--- src/rtl/switch_debouncer_pkg.sv ---
// rtl/switch_debouncer_pkg.sv - shared defaults and cycle-count helper for the switch debouncer
//
// Contents:
//   SW_WIDTH_DEF     default number of switch bits
//   CLK_HZ_DEF       default clk_clk frequency
//   DEBOUNCE_MS_DEF  default debounce window in milliseconds
//   stable_cycles()  converts a clock rate and a window in ms into a cycle count
package switch_debouncer_pkg;

  localparam int SW_WIDTH_DEF    = 8;
  localparam int CLK_HZ_DEF      = 50_000_000;
  localparam int DEBOUNCE_MS_DEF = 10;

  // Divide first so large clock rates do not overflow a 32-bit int.
  // Clamped to 1 because a zero-cycle window has no meaning for the counter.
  function automatic int stable_cycles(input int clk_hz, input int ms);
    int cycles;
    cycles = (clk_hz / 1000) * ms;
    if (cycles < 1) begin
      cycles = 1;
    end
    return cycles;
  endfunction

endpackage

--- src/rtl/switch_debouncer_deb_bit.sv ---
// rtl/switch_debouncer_deb_bit.sv - one switch bit: 2-FF synchronizer, stability counter, level and edge pulses
//
// Ports:
//   clk      in   system clock
//   rst_n    in   asynchronous active-low reset
//   raw      in   asynchronous switch pin
//   stable   out  debounced level
//   rise     out  one-cycle pulse, coincident with stable going 0->1
//   fall     out  one-cycle pulse, coincident with stable going 1->0
//   update   out  combinational: stable changes on the coming edge
module deb_bit
  import switch_debouncer_pkg::*;
#(
  parameter int STABLE_CYCLES = stable_cycles(CLK_HZ_DEF, DEBOUNCE_MS_DEF),
  parameter int CNT_W         = $clog2(STABLE_CYCLES + 1)
) (
  input  logic clk,
  input  logic rst_n,
  input  logic raw,
  output logic stable,
  output logic rise,
  output logic fall,
  output logic update
);

  localparam logic [CNT_W-1:0] CNT_LAST = CNT_W'(STABLE_CYCLES - 1);

  logic             sync0_q, sync0_d;
  logic             sync1_q, sync1_d;
  logic [CNT_W-1:0] cnt_q, cnt_d;
  logic             stable_q, stable_d;
  logic             rise_q, rise_d;
  logic             fall_q, fall_d;

  always_comb begin
    sync0_d  = raw;
    sync1_d  = sync0_q;
    cnt_d    = cnt_q;
    stable_d = stable_q;

    if (sync1_q == stable_q) begin
      // Agreement (or a glitch returning) restarts the window.
      cnt_d = '0;
    end else if (cnt_q == CNT_LAST) begin
      // Counting from zero, this is the STABLE_CYCLES-th differing edge.
      stable_d = sync1_q;
      cnt_d    = '0;
    end else begin
      cnt_d = cnt_q + 1'b1;
    end

    // Pulses are registered alongside stable_q so they line up with the new level.
    rise_d = stable_d & ~stable_q;
    fall_d = ~stable_d & stable_q;
  end

  always_ff @(posedge clk or negedge rst_n) begin
    if (!rst_n) begin
      sync0_q  <= 1'b0;
      sync1_q  <= 1'b0;
      cnt_q    <= '0;
      stable_q <= 1'b0;
      rise_q   <= 1'b0;
      fall_q   <= 1'b0;
    end else begin
      sync0_q  <= sync0_d;
      sync1_q  <= sync1_d;
      cnt_q    <= cnt_d;
      stable_q <= stable_d;
      rise_q   <= rise_d;
      fall_q   <= fall_d;
    end
  end

  assign stable = stable_q;
  assign rise   = rise_q;
  assign fall   = fall_q;
  assign update = rise_d | fall_d;

endmodule

--- src/rtl/switch_debouncer.sv ---
// rtl/switch_debouncer.sv - debounces the board slide switches ahead of the switches PIO
//
// Optional feature macro: SWITCH_DEBOUNCER_EVENT_LATCH_EN (adds event_clr / event_flags).
//
// Ports:
//   clk_clk        in   system clock (Nios clock domain)
//   reset_reset_n  in   asynchronous active-low reset
//   sw_raw         in   asynchronous switch pins, WIDTH bits
//   sw_stable      out  debounced level, drives switches_export
//   sw_rise        out  per-bit one-cycle pulse on sw_stable 0->1
//   sw_fall        out  per-bit one-cycle pulse on sw_stable 1->0
//   any_change     out  one-cycle pulse, OR of sw_rise | sw_fall
//   event_clr      in   (macro only) clears event_flags on the next edge
//   event_flags    out  (macro only) sticky per-bit change flags
module switch_debouncer
  import switch_debouncer_pkg::*;
#(
  parameter int WIDTH         = SW_WIDTH_DEF,
  parameter int STABLE_CYCLES = stable_cycles(CLK_HZ_DEF, DEBOUNCE_MS_DEF),
  parameter int CNT_W         = $clog2(STABLE_CYCLES + 1)
) (
  input  logic             clk_clk,
  input  logic             reset_reset_n,
  input  logic [WIDTH-1:0] sw_raw,
  output logic [WIDTH-1:0] sw_stable,
  output logic [WIDTH-1:0] sw_rise,
  output logic [WIDTH-1:0] sw_fall,
  output logic             any_change
`ifdef SWITCH_DEBOUNCER_EVENT_LATCH_EN
  ,
  input  logic             event_clr,
  output logic [WIDTH-1:0] event_flags
`endif
);

  logic [WIDTH-1:0] update;
  logic             any_change_q, any_change_d;

  for (genvar i = 0; i < WIDTH; i++) begin : g_bit
    deb_bit #(
      .STABLE_CYCLES(STABLE_CYCLES),
      .CNT_W        (CNT_W)
    ) u_deb_bit (
      .clk   (clk_clk),
      .rst_n (reset_reset_n),
      .raw   (sw_raw[i]),
      .stable(sw_stable[i]),
      .rise  (sw_rise[i]),
      .fall  (sw_fall[i]),
      .update(update[i])
    );
  end

  // Built from the per-bit next-state so it lands in the same cycle as the pulses.
  always_comb begin
    any_change_d = |update;
  end

  always_ff @(posedge clk_clk or negedge reset_reset_n) begin
    if (!reset_reset_n) begin
      any_change_q <= 1'b0;
    end else begin
      any_change_q <= any_change_d;
    end
  end

  assign any_change = any_change_q;

`ifdef SWITCH_DEBOUNCER_EVENT_LATCH_EN
  logic [WIDTH-1:0] event_flags_q, event_flags_d;

  // A pulse arriving with event_clr still sets its bit: clear first, then OR in.
  always_comb begin
    event_flags_d = (event_clr ? '0 : event_flags_q) | sw_rise | sw_fall;
  end

  always_ff @(posedge clk_clk or negedge reset_reset_n) begin
    if (!reset_reset_n) begin
      event_flags_q <= '0;
    end else begin
      event_flags_q <= event_flags_d;
    end
  end

  assign event_flags = event_flags_q;
`endif

endmodule
--- config.mk ---
export PLATFORM = sky130hd
export DESIGN_NAME = switch_debouncer
export DESIGN_NICKNAME = d
export VERILOG_FILES = /design/src/rtl/switch_debouncer_pkg.sv /design/src/rtl/switch_debouncer_deb_bit.sv /design/src/rtl/switch_debouncer.sv
export SDC_FILE = /design/constraint.sdc
export NUM_CORES = 1
export LEC_CHECK = 0
export CAP_MARGIN = 20
export CORE_AREA = 2 2 157 189
export CTS_CLUSTER_SIZE = 30
export DETAILED_ROUTE_END_ITERATION = 8
export DIE_AREA = 0 0 159 191
export GPL_TIMING_DRIVEN = 0
export PLACE_DENSITY = 0.57
export SYNTH_ARGS = -nofsm -noshare
export SYNTH_HDL_FRONTEND = slang
export SYNTH_SLANG_ARGS = --single-unit
--- constraint.sdc ---
create_clock -name clk_clk -period 3.2 [get_ports clk_clk]
set_input_delay 0.32 -clock clk_clk [delete_from_list [all_inputs] [get_ports clk_clk]]
set_output_delay 0.32 -clock clk_clk [all_outputs]
set_load 0.05 [all_outputs]
=== After elaboration in Yosys (flattened, before gate mapping) ===
Cells that the tools add are included.

* Word-level logic and storage cells: 146
* Bits in registers: 193
* Output and inout port bits: 25
* Input bits: 10

* Reduce and logical (&&, ||, !) cells: 1
* Mux-type cells: 32
* Bitwise operators: 40
* Eq/ne operators: 16
* Add/subtract/negate cells: 8

{| class="wikitable"
|+ Operators by type and width
! cell !! count
|-
| 19-bit two-way mux || 16
|-
| 19-bit by 1-bit adder with 19-bit output, second input constant || 8
|-
| 19-bit == test, second input constant || 8
|-
| 1-bit AND || 16
|-
| 1-bit two-way mux || 16
|-
| 1-bit inverter || 16
|-
| 1-bit == test || 8
|-
| 1-bit bitwise OR || 8
|-
| 8-bit OR reduction || 1
|}

=== Logic depth before layout (Yosys ltp) ===
Gate-level depths: netlist of the first run.

* Depth in word-level cells: 7
* Gate-level depth with buffers: 9
* Mapped depth without buffers: 8

=== Hierarchy ===
A second synthesis of the first run with hierarchy kept.

* Cell total of the unflattened synthesis: 896
* Area, all modules: 9499.1 um2

{| class="wikitable"
|+ By module, submodules not included
! module !! cells an instance !! area each (um2) !! instances !! sequential area each (um2)
|-
| deb_bit at g_bit[0].u_deb_bit ... || 112 || 1184.9 || 7 || 600.6
|-
| deb_bit at g_bit[3].u_deb_bit || 108 || 1163.6 || 1 || 600.6
|-
| switch_debouncer || 4 || 41.3 || 1 || 25.0
|}

=== Worst setup path before layout of the first run ===
Ideal clock, no wire load.

* Kind: register to register
* From: reg g_bit[4].u_deb_bit.cnt_q[12]
* To: reg any_change_q, in the netlist any_change
* Slack: 495 ps
* Setup time: 127 ps
* Period minus slack after synthesis: 2705 ps
* Data arrival time: 2578 ps
* Cell stages (with the launch flop): 8
* Path buffers: 0
* Required time: 3073 ps
* Cell sequence: dfrtp_1 > or4b_1 > or4_1 > nor2_1 > mux2_2 > ha_1 > nand4_1 > or2_2

* Word-level cells in the longest chain between the ends: 7
* Elaborated cells on any way between the ends: 8
* Those cells by class: eq/ne: 1; mux: 2; bitwise: 4; reduce/logical: 1

{| class="wikitable"
|+ RTL lines
! item !! line !! text
|-
| from (decl) || switch_debouncer_deb_bit.sv:30 || <nowiki>logic [CNT_W-1:0] cnt_q, cnt_d;</nowiki>
|-
| from (signal assigned) || switch_debouncer_deb_bit.sv:68 || <nowiki>cnt_q <= cnt_d;</nowiki>
|-
| 19-bit == test * || switch_debouncer_deb_bit.sv:44 || <nowiki>end else if (cnt_q == CNT_LAST) begin</nowiki>
|-
| 1-bit two-way mux * || switch_debouncer_deb_bit.sv:44 ||
|-
| 1-bit two-way mux * || switch_debouncer_deb_bit.sv:41 || <nowiki>if (sync1_q == stable_q) begin</nowiki>
|-
| net g_bit[4].u_deb_bit.stable_d || switch_debouncer_deb_bit.sv:31 || <nowiki>logic stable_q, stable_d;</nowiki>
|-
| 1-bit inverter || switch_debouncer_deb_bit.sv:54 || <nowiki>fall_d = ~stable_d & stable_q;</nowiki>
|-
| 1-bit AND || switch_debouncer_deb_bit.sv:54 ||
|-
| 1-bit bitwise OR * || switch_debouncer_deb_bit.sv:78 || <nowiki>assign update = rise_d | fall_d;</nowiki>
|-
| 8-bit OR reduction * || switch_debouncer.sv:56 || <nowiki>any_change_d = |update;</nowiki>
|-
| net any_change_d || switch_debouncer.sv:37 || <nowiki>logic any_change_q, any_change_d;</nowiki>
|-
| to (signal assigned) || switch_debouncer.sv:63 || <nowiki>any_change_q <= any_change_d;</nowiki>
|-
| to (decl) || switch_debouncer.sv:37 ||
|}

The timed path passes the listed nets; every way through them passes the cells marked *.

=== Final worst setup path of the first run ===
* From: reg g_bit[4].u_deb_bit.cnt_q[14]
* To: reg any_change_q, in the netlist any_change

Same word-level chain as after synthesis.

==> summary.txt, run 1 <==
Run status
  • Outcome: finished, final reports clean

Yosys
  • Adder-Cell Fraction of Synth Area: 0.0323
  • Most frequent cells after synthesis: 193 x dfrtp_1, 116 x nor2_1, 57 x nand2_1, 57 x xnor2_1, 48 x xor2_1
  • Post-synth ARST share: 1.00
  • Warnings, synthesis: 0
  • Library cells used by synthesis: 43
  • Post-Syn Nets: 939
  • Cell taking the most area after synthesis: dfrtp_1
  • Synthesized area: 9290 µm²
  • Cell count after synthesis: 905
  • Post-synth EDFFs: 0
  • Most frequent cell after synthesis: dfrtp_1
  • Ranking of synthesized cells by area: dfrtp_1 52%, xnor2_1 5.4%, nor2_1 4.7%
  • Syn_area_per_cell: 10.3 µm²
  • Top-area cell type share of the netlist area: 0.520
  • Largest family of logic cells by synthesized area: simple AND/OR/NAND/NOR gates
  • #FFs+latches synth: 193
  • Ys flop type: dfrtp_1
  • Seq/Total Area, Yosys: 0.520
  • Post-synthesis mux area share: 0.0183
  • Synth Area in Compound Gates: 0.0566
  • Synth Area in Simple Gates: 0.232
  • XOR/XNOR Fraction of Synth Area: 0.0990

CTS
  • Root Driver: clkbuf_16
  • CTS clk-pin slew, worst paths: 0.07 ns
  • CTS H-tree lvls: 4
  • Clock Tree Buf Depth: 2
  • Post-CTS Resized: 0
  • CTS tree: yes
  • Number of buffers added for setup after CTS: 0
  • Cts bufs inserted: 17
  • Worst skew pair latency: 0.43 ns
  • Sink Count: 193

Critical path
  • CP arrival: 3.26 ns
  • Reg2reg setup slack: 0.25 ns
  • Critical Path Source Type: flop
  • Top delay family on crit path: simple AND/OR/NAND/NOR gates
  • CP Buf/Inv Count: 0
  • Worst r2r src: g_bit[4].u_deb_bit.cnt_q[14]
  • Setup CP Type: flop to flop
  • Worst reg2reg endpoint: any_change
  • Cells on worst reg2reg path: 7
  • Critical Path End Type: flop
  • Critical-path cell list: or4b_1 > or4_1 > nor2_1 > mux2_2 > ha_1 > nand4_1 > or2_2
  • Crit path largest cell delay: 0.58 ns
  • Crit-path max FO: 5
  • Crit-path slowest cell: or4_1
  • Required @ worst endpoint: 3.51 ns

Routing
  • TritonRoute pass-1 iters: 4
  • Initial DRC count: 235
  • Avg WL per Cell: 13.0 µm
  • Via count: 6557
  • Remaining antenna violation count: 0
  • Final wirelength: 17600 µm
  • # DRC: 0
  • DR vias/cell: 4.83

Floorplan
  • Core Region: 28600 µm²
  • Initial Util: 0.325
  • Die Width: 159 µm
  • Die Ht: 191 µm
  • # IOs: 35
  • Die area: 30400 µm²
  • Row count: 68

Timing
  • RSZ-0062 raised after global routing: false
  • Worst slew pin tran: 0.782 ns
  • Hold Violations, Final: 0
  • Fin. max-slew vios: 0
  • Slew margin rel.: 0.475
  • Fmax: 339 MHz
  • Clk_skew: 0.0105 ns
  • Final period util: 0.921
  • Final setup viols: 0
  • Final WS setup: 0.251 ns
  • Post-route setup TNS: 0 ns
  • Tmin final: 2.95 ns

Run
  • Max-Cap Viols: 0

Min path
  • Worst hold path cell count: 1
  • Min-Delay Path Class: primary input to flop
  • Hold wc startpoint: sw_raw[0]
  • Hold path endpoint: g_bit[0].u_deb_bit.sync0_q

Finish
  • Area delta synth->final: 16.0%
  • Final instance area: 10800 µm²
  • Post-layout nets: 994
  • Share of post-route cells with drive strength above 1: 0.0925
  • # diodes: 0

Global routing
  • Gr usage total: 0.124
  • Largest net degree at the start of global routing: 117
  • Initial antenna violation count: 0
  • Number of global-route vias before repair: 6538
  • GR Overflow Total: 0
  • First-pass GRT wire length: 31400 µm

Placed design
  • Pre-CTS setup slack: 0.278 ns
  • Buffers added on ports: 34
  • Area of placed instances: 10100 µm²
  • Detail Placement HPWL: 12000 µm
  • Routability congestion estimate: 0.771

Pwr
  • P_leak: 4.30 nW
  • Worst IR Drop VDD: 0.263 mV
  • PD cells: 454 nW/µm²
-- sequential cells by signal (all words and copies together), names as in the netlist --
name                     count
g_bit.u_deb_bit.sync1_q      8
g_bit.u_deb_bit.cnt_q      152
g_bit.u_deb_bit.fall         8
g_bit.u_deb_bit.rise         8
g_bit.u_deb_bit.stable       8
g_bit.u_deb_bit.sync0_q      8
any_change                   1
-- where the power goes --
| group | internal (mW) | leakage [nW] | switching, mW |
|---|---|---|---|
| logic | 0.0475 | 1.36 | 0.109 |
| registers | 2.47 | 2.64 | 0.0322 |
| clock network | 1.28 | 0.300 | 0.959 |
| total | 3.80 | 4.30 | 1.10 |
-- layout by cell type (no fill, tap or decap), types with 4 or more instances in the layout --
cell type	n
a21oi_1	39
and2_1	9
and3_1	6
and4_1	11
buf_2	4
buf_4	24
clkbuf_1	15
clkbuf_16	17
clkdlybuf4s50_1	33
dfrtp_1	193
ha_1	24
inv_1	33
mux2_2	8
mux2i_1	8
nand2_1	57
nand3_1	44
nand4_1	43
nor2_1	116
nor3_1	20
nor4_1	20
nor4b_1	8
o21ai_0	20
o31ai_1	16
o31ai_2	5
or2_2	4
or3_1	29
or4_1	23
or4b_1	4
xnor2_1	57
xor2_1	48
-- stage by stage --
stage | hold WS, ns | total power, mW | util | instances
final | 0.328 | 4.90 | 0.377 | 1358
after global routing | 0.325 | 5.10 | 0.377 | 1358
after CTS | 0.303 | 5.00 | 0.377 | 1358
after detailed placement | 0.335 | 2.72 | 0.355 | 1325
after global placement | 0.334 | 2.71 | 0.354 | 1324
after floorplan | 0.0244 | 2.62 | - | 905
-- what timing repair did --
| action | CTS | global route |
|---|---|---|
| hold endpoints to repair | 77 | 0 |
| hold buffers | 1 | 0 |
| setup endpoints to repair | 0 | 0 |
-- worst max path at each step --
stage | start | end | slack, ns | cells after the start
floorplan | g_bit[4].u_deb_bit.cnt_q[12] | any_change | 0.50 | 7
CTS | g_bit[4].u_deb_bit.cnt_q[12] | any_change | 0.27 | 7
finish | g_bit[4].u_deb_bit.cnt_q[14] | any_change | 0.25 | 7
global placement | reset_reset_n | g_bit[6].u_deb_bit.cnt_q[9] | -6.72 | 1
global route | g_bit[4].u_deb_bit.cnt_q[12] | any_change | 0.16 | 7
detailed placement | g_bit[4].u_deb_bit.cnt_q[12] | any_change | 0.28 | 7
-- final cells by class --
type	count	area [µm²]
Fill cell	2894	17800
Sequential cell	193	4830
Multi-Input combinational cell	635	4070
Tap cell	385	482
Clock buffer	20	447
Timing Repair Buffer	36	383
Buffer	44	270
Clock inverter	12	173
Inverter	33	124
-- per-layer routing --
| layer | vias up | part of all wire | track usage |
|---|---|---|---|
| met1 | 3190 | 0.49 | 0.164 |
| met4 | 0 | 0.011 | 0.0392 |
| met5 | - | 0 | 0 |
| met2 | 79 | 0.48 | 0.209 |
| li1 | 3277 | - | - |
| met3 | 11 | 0.021 | 0.0184 |
-- cell families after synthesis --
group           after synthesis
flops                       193
mux                          16
simple gates                405
xor+xnor                    105
buf+inv                      77
compound gates               85
fa+ha+maj                    24
No activity file was read; power rests on OpenSTA's default activity.
==> run 2, diff against run 1 <==
CORE_AREA = 2 2 128 155   (was 2 2 157 189)
CTS_CLUSTER_SIZE = 28   (was 30)
DIE_AREA = 0 0 130 157   (was 0 0 159 191)
PLACE_DENSITY = 0.75   (was 0.57)
==> run 2 against run 1 <==
Die area decreased by 33%. Largest power group unchanged. Utilization increased by 19 points. Sequential cell count unchanged. First-iteration DRC count increased by 37%. Wire length decreased by 4.4%. Largest cell class unchanged.
==> summary.txt, run 2 (synthesis gave the netlist of run 1 again) <==
Run status
  • Outcome: finished, final reports clean

Routing
  • TritonRoute pass-1 iters: 4 (unchanged)
  • Avg WL per Cell: 13.7 µm (+5.6%)
  • DR vias/cell: 5.40 (+12%)
  • Via count: 6632 (+1.1%)
  • # DRC: 0 (unchanged)
  • Final wirelength: 16800 µm (-4.4%)
  • Initial DRC count: 322 (+37%)
  • Remaining antenna violation count: 0 (unchanged)

Critical path
  • Worst r2r src: g_bit[4].u_deb_bit.cnt_q[14]
  • Critical Path Source Type: flop
  • Crit-path slowest cell: or4_1
  • Required @ worst endpoint: 3.51 ns (about the same)
  • Crit-path max FO: 5 (unchanged)
  • Top delay family on crit path: simple AND/OR/NAND/NOR gates
  • Worst reg2reg endpoint: any_change
  • Critical Path End Type: flop
  • Crit path largest cell delay: 0.58 ns (about the same)
  • Setup CP Type: flop to flop
  • Cells on worst reg2reg path: 7 (unchanged)
  • Critical-path cell list: or4b_1 > or4_1 > nor2_1 > mux2_2 > ha_1 > nand4_1 > or2_2
  • CP Buf/Inv Count: 0 (unchanged)
  • CP arrival: 3.28 ns (+0.02 ns)
  • Reg2reg setup slack: 0.23 ns (-0.02 ns)

Pwr
  • Tot Pwr: 4.80 mW (-1.9%)
  • Worst IR Drop VDD: 0.412 mV (+56%)
  • PD cells: 453 nW/µm² (-0.22%)
  • P_leak: 4.29 nW (-0.19%)

Floorplan
  • Core Region: 18800 µm² (-34%)
  • Die area: 20400 µm² (-33%)
  • Die Width: 130 µm (-18%)
  • Row count: 55 (-19%)
  • Die Ht: 157 µm (-18%)
  • # IOs: 35 (unchanged)
  • Initial Util: 0.495 (+0.170)

Timing
  • Fmax: 337 MHz (-0.77%)
  • Final period util: 0.929 (+0.00720)
  • Tmin final: 2.97 ns (+0.0230 ns)
  • RSZ-0062 raised after global routing: false
  • Hold Violations, Final: 0 (unchanged)
  • Slew margin rel.: 0.461 (-0.0141)
  • Final setup viols: 0 (unchanged)
  • Post-route setup TNS: 0 ns (unchanged)
  • Fin. max-slew vios: 0 (unchanged)
  • Clk_skew: 0.0102 ns (-0.000303 ns)
  • Hold Slack: 0.321 ns (-0.00708 ns)
  • Worst slew pin tran: 0.808 ns (+0.0258 ns)

Finish
  • Post-layout nets: 994 (unchanged)
  • Largest register by flop count: g_bit.u_deb_bit.cnt_q
  • Final instance area: 10600 µm² (-1.7%)
  • # diodes: 0 (unchanged)
  • Max FFs per register: 152 (unchanged)
  • Share of post-route cells with drive strength above 1: 0.0904 (-0.00206)
  • Filler cells: 1607 (-44%)
  • Most frequent cells in the layout: 193 x dfrtp_1, 116 x nor2_1, 57 x nand2_1, 57 x xnor2_1, 48 x xor2_1
  • Area delta synth->final: 14.0%
  • Most common cell after layout, fill and taps aside: dfrtp_1

Min path
  • Worst hold path cell count: 1 (unchanged)
  • Hold path endpoint: g_bit[5].u_deb_bit.sync0_q
  • Min-Delay Path Class: primary input to flop
  • Hold wc startpoint: sw_raw[5]

Global routing
  • First-pass GRT wire length: 29300 µm (-6.5%)
  • Largest net degree at the start of global routing: 113 (-3.4%)
  • Number of global-route vias before repair: 6449 (-1.4%)
  • Gr usage total: 0.177 (+0.0539)
  • GR Overflow Total: 0 (unchanged)
  • Initial antenna violation count: 0 (unchanged)

CTS
  • Sink Count: 193 (unchanged)
  • Number of buffers added for setup after CTS: 0 (unchanged)
  • Clock Tree Buf Depth: 2 (unchanged)
  • Cts bufs inserted: 17 (unchanged)
  • Root Driver: clkbuf_16
  • CTS clk-pin slew, worst paths: 0.07 ns (about the same)
  • Post-CTS Resized: 0 (unchanged)
  • CTS tree: yes
  • Worst skew pair latency: 0.43 ns (about the same)
  • CTS H-tree lvls: 4 (unchanged)

Placed design
  • Detail Placement HPWL: 11400 µm (-5.0%)
  • Routability congestion estimate: 0.810 (+5.1%)
  • Buffers added on ports: 34 (unchanged)
  • Area of placed instances: 9980 µm² (-1.6%)

Run
  • Max-Cap Viols: 0 (unchanged)
run 2: cell count changes in the layout (fill, tap and decap cells not counted), sizes merged:
| cell | delta |
|---|---|
| clkbuf | +3 |
| inv | -4 |
| clkinv | +1 |
run 2: routing by layer:
layer  vias up  GRT usage  routed length (µm)
met5         -          0                   0
met1      3245      0.230                7800
li1       3283          -                   -
met2        89      0.300                8400
met4         0     0.0635                 206
met3        15     0.0303                 425
run 2: power by group:
| group | switching (mW) | internal (mW) |
|---|---|---|
| Combinational | 0.107 | 0.0473 |
| Clock | 0.869 | 1.27 |
| Sequential | 0.0324 | 2.47 |
| Total | 1.01 | 3.79 |
run 2: through the flow:
stage                     utilization  instances  setup WS (ns)
after floorplan                     -        905          0.495
after global placement          0.530       1195          -6.15
after detailed placement        0.531       1196          0.214
after CTS                       0.564       1229          0.206
after global routing            0.564       1229          0.148
final                           0.564       1229          0.228
run 2: worst max path at each step:
stage                     cells after the start                          from                           end
after floorplan                               7  g_bit[4].u_deb_bit.cnt_q[12]                    any_change
after global placement                        1                 reset_reset_n  g_bit[1].u_deb_bit.cnt_q[15]
after detailed placement                      7  g_bit[4].u_deb_bit.cnt_q[12]                    any_change
after CTS                                     7  g_bit[4].u_deb_bit.cnt_q[14]                    any_change
after global routing                          7  g_bit[4].u_deb_bit.cnt_q[14]                    any_change
final                                         7  g_bit[4].u_deb_bit.cnt_q[14]                    any_change
run 2: repair_timing:
action	in CTS	in global routing
hold buffers	1	0
setup endpoints to repair	0	0
hold endpoints to repair	46	0
run 2: layout make-up:
class                           instances  area (µm²)  share of cell area
Tap cell                              256         320              0.0302
Buffer                                 44         270              0.0255
Multi-Input combinational cell        635        4070               0.384
Clock buffer                           23         468              0.0442
Sequential cell                       193        4830               0.456
Clock inverter                          9         130              0.0123
Timing Repair Buffer                   36         383              0.0361
Inverter                               33         124              0.0117
run 2: worst register-to-register path, cell delays in order, from the launching register on:
cell and delay (ns):
dfrtp_1 0.42, or4b_1 0.52, or4_1 0.58, nor2_1 0.22, mux2_2 0.38, ha_1 0.31
nand4_1 0.12, or2_2 0.31
